==> config.mk <==
export PLATFORM = sky130hd
export DESIGN_NAME = rr_grant_scheduler
export DESIGN_NICKNAME = d
export VERILOG_FILES = /design/src/rtl/rr_grant_scheduler_pkg.sv /design/src/rtl/rr_grant_scheduler_dec.sv /design/src/rtl/rr_grant_scheduler.sv
export SDC_FILE = /design/constraint.sdc
export NUM_CORES = 1
export LEC_CHECK = 0
export ABC_AREA = 0
export CAP_MARGIN = 0
export CORE_ASPECT_RATIO = 1.2
export CORE_UTILIZATION = 50
export DETAILED_ROUTE_END_ITERATION = 8
export PLACE_DENSITY = 0.79
export SLEW_MARGIN = 20
export SYNTH_ARGS = -nofsm -noshare
export SYNTH_HDL_FRONTEND = slang
export SYNTH_SLANG_ARGS = --single-unit
export TNS_END_PERCENT = 100
==> constraint.sdc <==
create_clock -name clk -period 4.54 [get_ports clk]
set_input_delay 0.908 -clock clk [delete_from_list [all_inputs] [get_ports clk]]
set_output_delay 0.908 -clock clk [all_outputs]
set_load 0.01 [all_outputs]
==> src/rtl/rr_grant_scheduler_pkg.sv <==
// rtl/rr_grant_scheduler_pkg.sv - shared constants, state encoding and round-robin pick
package rr_grant_scheduler_pkg;

  localparam int NREQ = 8;
  localparam int IDXW = 3;
  localparam int HCW  = 8;

  typedef enum logic [1:0] {
    ST_IDLE  = 2'd0,
    ST_GRANT = 2'd1,
    ST_GAP   = 2'd2
  } state_t;

  // Rotate req right so that requester last+1 sits at bit 0, take the lowest
  // set bit, then add the rotation back; the 3-bit add wraps 7 -> 0 naturally.
  function automatic logic [IDXW-1:0] rr_pick(input logic [NREQ-1:0] req,
                                              input logic [IDXW-1:0] last);
    logic [IDXW-1:0]   start;
    logic [2*NREQ-1:0] dbl;
    logic [NREQ-1:0]   rot;
    logic [IDXW-1:0]   off;
    logic              found;
    start = last + 3'd1;
    dbl   = {req, req} >> start;
    rot   = dbl[NREQ-1:0];
    off   = '0;
    found = 1'b0;
    for (int k = 0; k < NREQ; k++) begin
      if (!found && rot[k]) begin
        off   = k[IDXW-1:0];
        found = 1'b1;
      end
    end
    return start + off;
  endfunction

endpackage

==> src/rtl/rr_grant_scheduler_dec.sv <==
// rtl/rr_grant_scheduler_dec.sv - 3-to-8 one-hot decoder with enable
module onehot_dec3to8
  import rr_grant_scheduler_pkg::*;
(
  input  logic            en,
  input  logic [IDXW-1:0] idx,
  output logic [NREQ-1:0] onehot
);

  // Single bit at position idx when enabled, all zeros otherwise
  always_comb begin
    onehot = '0;
    if (en) onehot[idx] = 1'b1;
  end

endmodule

==> src/rtl/rr_grant_scheduler.sv <==
// rtl/rr_grant_scheduler.sv - 8-way round-robin grant scheduler with hold limit
module rr_grant_scheduler
  import rr_grant_scheduler_pkg::*;
#(
  parameter int MAX_HOLD = 16
) (
  input  logic            clk,
  input  logic            rst,
  input  logic            en,
  input  logic [NREQ-1:0] req,
  output logic [NREQ-1:0] grant,
  output logic [IDXW-1:0] grant_idx,
  output logic            grant_vld,
  output logic            timeout
);

  localparam logic [HCW-1:0] HOLD_LIM = HCW'(MAX_HOLD);

  state_t          state, state_next;
  logic [IDXW-1:0] last, last_next;
  logic [HCW-1:0]  hold_cnt, hold_cnt_next;
  logic [IDXW-1:0] grant_idx_next;
  logic            grant_vld_next;
  logic            timeout_next;
  logic [NREQ-1:0] grant_dec;

  logic owner_req;
  logic at_limit;
  logic start_grant;

  assign owner_req   = req[grant_idx];
  assign at_limit    = (hold_cnt == HOLD_LIM);
  assign start_grant = en && (|req);

  // Grant vector is decoded from the next index and registered with it,
  // so grant always matches grant_idx and is zero whenever grant_vld is low
  onehot_dec3to8 u_dec (
    .en     (grant_vld_next),
    .idx    (grant_idx_next),
    .onehot (grant_dec)
  );

  // State register; reset makes requester 0 first in line (last = 7)
  always_ff @(posedge clk) begin
    if (rst) state <= ST_IDLE;
    else     state <= state_next;
  end

  // Next state: GAP always lasts one cycle so consecutive grants never overlap
  always_comb begin
    state_next = state;
    case (state)
      ST_IDLE:  if (start_grant) state_next = ST_GRANT;
      ST_GRANT: if (!owner_req || at_limit) state_next = ST_GAP;
      ST_GAP:   state_next = ST_IDLE;
      default:  state_next = ST_IDLE;
    endcase
  end

  // Next values of the registered outputs, rotation pointer and hold counter
  always_comb begin
    grant_idx_next = grant_idx;
    grant_vld_next = grant_vld;
    timeout_next   = 1'b0;
    last_next      = last;
    hold_cnt_next  = hold_cnt;
    case (state)
      ST_IDLE: begin
        grant_vld_next = 1'b0;
        if (start_grant) begin
          grant_idx_next = rr_pick(req, last);
          grant_vld_next = 1'b1;
          hold_cnt_next  = 8'd1;
        end
      end
      ST_GRANT: begin
        if (!owner_req) begin
          grant_vld_next = 1'b0;
          last_next      = grant_idx;
        end else if (at_limit) begin
          grant_vld_next = 1'b0;
          last_next      = grant_idx;
          timeout_next   = 1'b1;
        end else begin
          hold_cnt_next  = hold_cnt + 8'd1;
        end
      end
      default: grant_vld_next = 1'b0;
    endcase
  end

  // Output and datapath registers
  always_ff @(posedge clk) begin
    if (rst) begin
      grant     <= '0;
      grant_idx <= '0;
      grant_vld <= 1'b0;
      timeout   <= 1'b0;
      last      <= 3'd7;
      hold_cnt  <= '0;
    end else begin
      grant     <= grant_dec;
      grant_idx <= grant_idx_next;
      grant_vld <= grant_vld_next;
      timeout   <= timeout_next;
      last      <= last_next;
      hold_cnt  <= hold_cnt_next;
    end
  end

endmodule

==> run metrics, run 1 <==
Starting DRT DRC Count=26; total CTS buffers=3; Core Util, Final=0.616; Seq/Total Area, Yosys=0.324; area leader, netlist=dfxtp_1; final hold vios=0; EDFF count, synth=0; Tot GR Track Use=0.240; # IOs=24; vias per inst=roughly 6.3; Yosys top cell area share=0.324; worst hold slack=494 ps; setup slack at placement=between 500 and 600 ps; global-route wire length before repair=6.13 mm; Setup violations, final=0; 1st-pass router iterations=4; worst skew pair latency=320 ps; WP data required=4750 ps; DRC violations left=0; crit start category=flop; Worst slew margin=0.564; Post-Syn Area per Cell=9.17 um^2; total internal power=~420 uW; Sw Ratio=0.358; worst slew pin tran=around 650 ps; Final Non-Filler Cells=around 230; RSZ-0062 raised after global routing=false; Pwr Total=658 uW; Distinct cells, synth=49; Cell Area, Synth=0.00160 mm^2; Port-buffer cells=23; Mapped Nets=between 150 and 200; Max clock buf depth=2; clock period minus worst slack=3750 ps; Post-DP Area=between 0.0015 and 0.002 mm^2; row count=22; CP endpoint kind=flop; IR drop worst, VDD=about 0.00022 V; Static Leak=0.657 nW; H-tree depth=1; Arrival @ worst endpoint=3950 ps; n_diodes=0; fmax=about 0.27 GHz; Post-Synthesis Cells=approximately 180; Worst Skew=9.26 ps; worst setup margin=~790 ps; Worst Path Class, Setup=flop to flop; total of max-cap violations=0; final wirelength=between 3 and 4 mm; Die Y=around 64 um; largest net degree at the start of global routing=16; power density cells=between 300 and 400 mW/mm^2; slowest stage delay, CP=760 ps; root buffer cell=clkbuf_4; layout cells sized above 1=0.127; CTS Hold Buffers Added=0; CTS tree=done; CP max-delay cell=ha_1; Reg2Reg Depth=12; number of routed nets with antenna violations=0; via count=about 1,500; CTS Sinks=26; Clock transition at path regs=~140 ps; prevailing post-synth register cell=dfxtp_1; hpwl dp=2.89 mm; sequential share of power=0.404; post-cts resize count=0; crit path cell chain=ha_1 > mux4_2 > a21oi_1 > nor2_1 > o221a_2 > a31oi_1 > ha_1 > fa_1 > o211ai_1 > o21ai_0 > nand2_1 > nor2_1; switching power total=235 uW; fin area=about 0.0019 mm^2; Final #Nets=214; HP Class=flop to flop; Synth area leaders=dfxtp_1 (32%), mux2i_1 (5.6%), mux4_2 (5.6%); Layout area overhead=17.3%; setup_tns=0 ps; Yosys warnings=0; grt ovf=0; final period utilization=0.825; Clk network pwr share=0.176; core area=about 0.0031 mm^2; Setup Buffers After CTS=0; Hold Path Depth=2; vias in the first global route=1,447; initial antenna violation count=0; Slew Limit Fails=0; status=finished, final reports clean; GPL Wtd Cong=0.880; Comb pwr share=0.420; Die X=roughly 54 um; wire length per cell=16.0 um; Worst Path Max Fanout=15; Placed Cells=approximately 230; asr flop ratio synth=0; Initial Util=0.525; die area=0.00344 mm^2; flops & latches, synth=26
## cells in the final DEF (no fill, tap or decap), drive strengths merged, types with 2 or more instances in the layout
| cell | synthesis | routed |
|---|---|---|
| ha | 4 | 4 |
| nand3 | 5 | 5 |
| nor2 | 17 | 17 |
| or4b | 3 | 3 |
| inv | 4 | 4 |
| mux2 | 7 | 7 |
| nand2 | 18 | 18 |
| o21ai | 10 | 10 |
| nand2b | 2 | 2 |
| mux4 | 4 | 4 |
| a21oi | 14 | 14 |
| a31oi | 2 | 2 |
| a211oi | 3 | 3 |
| or4 | 5 | 5 |
| dfxtp | 26 | 26 |
| nor2b | 4 | 4 |
| o21a | 2 | 2 |
| mux2i | 9 | 9 |
| clkbuf | 2 | 4 |
| a211o | 3 | 3 |
| o32ai | 2 | 2 |
| clkdlybuf4s50 | 0 | 23 |
| o31ai | 3 | 3 |
| o211ai | 2 | 2 |
| or3 | 5 | 5 |
## path summary, 6_finish.rpt
check                                 start           to  slack, ps
worst max register to register      last[0]     grant[2]        790
worst max-delay path                last[0]     grant[2]        790
worst min-delay path            hold_cnt[7]  hold_cnt[7]        490
worst min register to register  hold_cnt[7]  hold_cnt[7]        490
## logic make-up after synthesis
kind of cell,count (synthesis),share of synthesized area
AND/OR/NAND/NOR,67,0.218
adder cells (fa/ha/maj),5,0.0437
flip-flops,26,0.324
multiplexers,20,0.161
buffers and inverters,9,0.0304
AO/OA/AOI/OAI,47,0.216
XOR/XNOR,1,0.00546
## flip-flops by register name (all words and copies together), names as in the netlist
register / flops
grant_idx: 3
last: 3
state: 2
grant: 8
timeout: 1
hold_cnt: 8
grant_vld: 1
## layout make-up
cell class	count	area [um^2]
clock buffer	4	36.3
fill	270	1170
inverter	4	15.0
multi-input combinational	140	1030
sequential	26	520
tap	36	45.0
timing repair buffer	23	230
## critical path: cells and delay by family, from the launching register on
kind | cells | cell delay, ps
AO/OA/AOI/OAI | 5 | 980
multiplexers | 1 | 580
AND/OR/NAND/NOR | 3 | 240
flip-flops | 1 | 450
adder cells (fa/ha/maj) | 3 | 1370
## power groups by stage
stage          Combinational (mW)  Clock [mW]  Sequential, mW
2_1_floorplan               0.208           0           0.268
3_3_place_gp                0.261           0           0.270
3_5_place_dp                0.271           0           0.271
4_1_cts                     0.274       0.118           0.266
5_1_grt                     0.301       0.127           0.269
6_report                    0.276       0.116           0.266
## metal layers
| metal | GRT usage | vias up | part of all wire |
|---|---|---|---|
| met5 | 0 | - | 0 |
| met4 | 0.0954 | 0 | 0.016 |
| met3 | 0.0429 | 8 | 0.027 |
| met2 | 0.457 | 29 | 0.56 |
| met1 | 0.239 | 717 | 0.40 |
| li1 | - | 707 | - |
## synthesized netlist by cell type, types with 3 or more instances
cell type  instances
a211o_1            3
a21oi_1           13
dfxtp_1           26
ha_1               4
inv_1              4
mux2_2             7
mux2i_1            9
mux4_2             4
nand2_1           18
nand3_1            5
nor2_1            17
nor2b_1            4
o21ai_0            9
or3_1              5
or4_1              5
Power figures use the tool's default switching activity.
==> inputs of run 2 (changes only) <==
==> constraint.sdc (replaced) <==
create_clock -name clk -period 3.6 [get_ports clk]
set_input_delay 0.72 -clock clk [delete_from_list [all_inputs] [get_ports clk]]
set_output_delay 0.72 -clock clk [all_outputs]
set_load 0.01 [all_outputs]
==> run metrics, run 2 (synthesis gave the netlist of run 1 again) <==
Worst Skew=around 1.5 ps; largest net degree at the start of global routing=16; Port-buffer cells=23; met3 Resource Use GR=0.0357; Layout area overhead=20.7%; Die X=53.7 um; Static Leak=0.689 nW; hpwl dp=2.94 mm; worst slew pin tran=~630 ps; final hold vios=0; post-cts resize count=0; Final #Nets=219; root buffer cell=clkbuf_4; worst hold slack=500 ps; met2 usage=0.427; total of max-cap violations=0; CTS tree=done; grt ovf=0; Largest delay share family, worst path=adder cells; wire length per cell=15.5 um; status=finished, final reports clean; HP Class=flop to flop; crit start category=flop; Max clock buf depth=2; commonest non-fill, non-tap cells in the layout=dfxtp_1 (26), clkdlybuf4s50_1 (23), nand2_1 (18), nor2_1 (17), a21oi_1 (13); DRC violations left=0; n_diodes=0; CP max-delay cell=ha_1; Setup Buffers After CTS=0; core area=0.00306 mm^2; Die Y=between 60 and 70 um; final wirelength=3.70 mm; IR drop worst, VDD=slightly below 0.0003 V; RSZ-0062 raised after global routing=false; CTS Hold Buffers Added=0; H-tree depth=1; Worst slew margin=0.579; Slew Limit Fails=0; worst skew pair latency=between 300 and 400 ps; Tot GR Track Use=0.249; final period utilization=0.934; WP data required=roughly 3800 ps; Arrival @ worst endpoint=around 3600 ps; CTS Sinks=26; Initial Util=0.525; # IOs=24; power density cells=462 mW/mm^2; Pwr Total=894 uW; initial antenna violation count=0; global-route wire length before repair=6.33 mm; via count=1,455; most common cell after layout, fill and taps aside=dfxtp_1; die area=approximately 0.0034 mm^2; row count=22; Most Crowded Layer GR=met2; Worst Path Class, Setup=flop to flop; Top Registers=grant: 8 flops, hold_cnt: 8 flops; Setup violations, final=0; total CTS buffers=3; crit path cell chain=ha_1 > mux2i_1 > a21oi_1 > o32a_1 > o221a_2 > a31oi_1 > ha_1 > fa_1 > o211ai_1 > o21ai_0 > nand2_1 > nor2_1; Worst path most repeated cell=ha_1; Worst Path Max Fanout=10; vias per inst=6.11; fmax=between 0.2 and 0.3 GHz; GPL Wtd Cong=~0.87; layout cells sized above 1=0.149; vias in the first global route=approximately 1,500; worst path bufs/invs=0; number of routed nets with antenna violations=0; setup_tns=0 ps; CP endpoint kind=flop; 1st-pass router iterations=4; Starting DRT DRC Count=26; GRT met1 Usage=0.274; slowest stage delay, CP=540 ps; Clock transition at path regs=140 ps; clock period minus worst slack=3360 ps
-- run 2: cell types whose count changed in the layout (fill, tap and decap cells not counted) --
| cell | delta |
|---|---|
| buf_4 | +5 |
| bufinv_16 | +1 |
| clkbuf_8 | -1 |
-- run 2: metal layers --
layer	vias to the layer above	routed length (um)
met3	16	100
met2	35	1950
li1	711	-
met4	0	156
met5	-	0
met1	693	1500
-- run 2: worst reg2reg max path, stage by stage, from the launching register on --
cell and delay [ps]:
dfxtp_1 340, ha_1 540, mux2i_1 470, a21oi_1 130, o32a_1 320, o221a_2 230, a31oi_1 150, ha_1 180
fa_1 430, o211ai_1 120, o21ai_0 160, nand2_1 130, nor2_1 50
-- run 2: per-stage QoR --
stage	area [um^2]	cells	utilization	setup WS, ps
5_1_grt	1940	238	0.633	9.70
4_1_cts	1940	238	0.633	245
6_report	1940	238	0.633	238
3_3_place_gp	1880	234	0.616	49.6
2_1_floorplan	1600	175	-	461
3_5_place_dp	1880	234	0.616	-79.8
-- run 2: path summary, 6_finish.rpt --
check	slack [ps]	from	depth (start not counted)	endpoint
max	240	last[0]	12	grant[2]
min	500	hold_cnt[1]	2	hold_cnt[1]
max reg2reg	240	last[0]	12	grant[2]
min reg2reg	500	hold_cnt[1]	2	hold_cnt[1]
-- run 2: report_power, final --
part	switching [mW]	leakage (nW)	internal, mW
Sequential	0.0242	0.211	0.308
Combinational	0.188	0.450	0.170
Clock	0.0905	0.0279	0.113
-- run 2: layout make-up --
type / instances / area, um^2
repair buffers: 28 / 268
fillers: 252 / 1120
well taps: 36 / 45.0
inverters: 4 / 15.0
clock inverters: 1 / 30.0
clock buffers: 3 / 22.5
flip-flops and latches: 26 / 520
multi-input cells: 140 / 1030
==> inputs of run 3 (changes only) <==
==> constraint.sdc (replaced) <==
create_clock -name clk -period 4.01 [get_ports clk]
set_input_delay 0.802 -clock clk [delete_from_list [all_inputs] [get_ports clk]]
set_output_delay 0.802 -clock clk [all_outputs]
set_load 0.01 [all_outputs]
==> run metrics, run 3 (synthesis gave the netlist of run 1 again) <==
Max clock buf depth=2; CTS tree=done; status=finished, final reports clean; Setup violations, final=0; Die Y=~64 um; core area=roughly 0.003 mm^2; final period utilization=0.889; CTS Sinks=26; n_diodes=0; total of max-cap violations=0; storage element area=520 um^2; worst skew pair latency=roughly 320 ps; Clock transition at path regs=140 ps; DRC violations left=0; Static Leak=about 0.66 nW; Final Non-Filler Cells=233; Tot GR Track Use=0.238; commonest non-fill, non-tap cells in the layout=dfxtp_1 (26), clkdlybuf4s50_1 (23), nand2_1 (18), nor2_1 (17), a21oi_1 (13); final hold vios=0; multi-input logic area=about 0.0010 mm^2; sequential share of power=0.404; total internal power=480 uW; HP Class=flop to flop; die area=0.00344 mm^2; Initial Util=0.525; via count=1,482; layout cells sized above 1=0.132; Placed Cells=between 200 and 250; largest net degree at the start of global routing=16; Die X=53.7 um; crit start category=flop; worst slew pin tran=628 ps; worst hold slack=approximately 490 ps; Port-buffer cells=23; row count=22; Worst slew margin=0.579; Worst Path Max Fanout=15; hpwl dp=around 2.9 mm; total CTS buffers=3; grt ovf=0; Slew Limit Fails=0; Setup Buffers After CTS=0; switching power total=roughly 270 uW; GPL Wtd Cong=0.881; power density cells=396 mW/mm^2; RSZ-0062 raised after global routing=false; # IOs=24; most common cell after layout, fill and taps aside=dfxtp_1; setup_tns=0 ps; Sw Ratio=0.357; clock period minus worst slack=3570 ps; Starting DRT DRC Count=38; IR drop worst, VDD=around 0.00023 V; Top Registers=grant: 8 flops, hold_cnt: 8 flops; Final #Nets=214; Worst Path Class, Setup=flop to flop; root buffer cell=clkbuf_4; initial antenna violation count=0; vias in the first global route=1,456; 1st-pass router iterations=4; fmax=0.280 GHz; number of routed nets with antenna violations=0; wire length per cell=15.9 um; WP data required=~4200 ps; Arrival @ worst endpoint=3780 ps; H-tree depth=1; Clk network pwr share=0.177; vias per inst=6.36; CP endpoint kind=flop; final wirelength=3.70 mm; fill count=270; Layout area overhead=17.5%; global-route wire length before repair=about 6 mm; Worst Skew=7.01 ps; Comb pwr share=0.419
## run 3: timing repair
| action | CTS | global route |
|---|---|---|
| setup endpoints to repair | 0 | 1 |
| hold buffers | 0 | 0 |
| gates resized for setup | 0 | 1 |
## run 3: area by class of cell
type / count / area share
multi-input cells: 140 / 0.550
well taps: 36 / 0.0239
flip-flops and latches: 26 / 0.276
clock buffers: 4 / 0.0193
inverters: 4 / 0.00797
repair buffers: 23 / 0.122
## run 3: path summary, 6_finish.rpt
| path | to | cells after the start | slack, ps | startpoint |
|---|---|---|---|---|
| worst max-delay path | grant[2] | 12 | 440 | last[0] |
| worst min-delay path | hold_cnt[7] | 2 | 490 | hold_cnt[7] |
| worst max register to register | grant[2] | 12 | 440 | last[0] |
| worst min register to register | hold_cnt[7] | 2 | 490 | hold_cnt[7] |
## run 3: power by group through the flow
stage                     Clock, mW  Sequential [mW]  Combinational (mW)
after global routing          0.143            0.305               0.341
after global placement            0            0.305               0.295
final                         0.132            0.301               0.313
after detailed placement          0            0.306               0.308
after floorplan                   0            0.303               0.235
after CTS                     0.133            0.301               0.311
## run 3: critical path, stage by stage (launching register included)
cell      delay, ps
dfxtp_1         570
ha_2            490
mux4_2          550
a21oi_1         300
nor2_1           70
o221a_2         260
a31oi_1         150
ha_1            190
fa_1            430
o211ai_1        120
o21ai_0         160
nand2_1         120
nor2_1           40
## run 3: routing by layer
| layer | routed length (um) | up-vias | GRT usage |
|---|---|---|---|
| met4 | 111 | 0 | 0.0987 |
| met2 | 2070 | 42 | 0.465 |
| met3 | 114 | 12 | 0.0429 |
| met5 | 0 | - | 0 |
| met1 | 1410 | 720 | 0.223 |
| li1 | - | 708 | - |
## run 3: metrics by stage
step	utilization	setup slack, ps	total power [mW]	instance area [um^2]
final	0.617	443	0.746	1880
after global routing	0.617	187	0.788	1880
after CTS	0.616	269	0.744	1880
after detailed placement	0.604	147	0.614	1850
after global placement	0.604	331	0.601	1850
after floorplan	-	871	0.538	1600
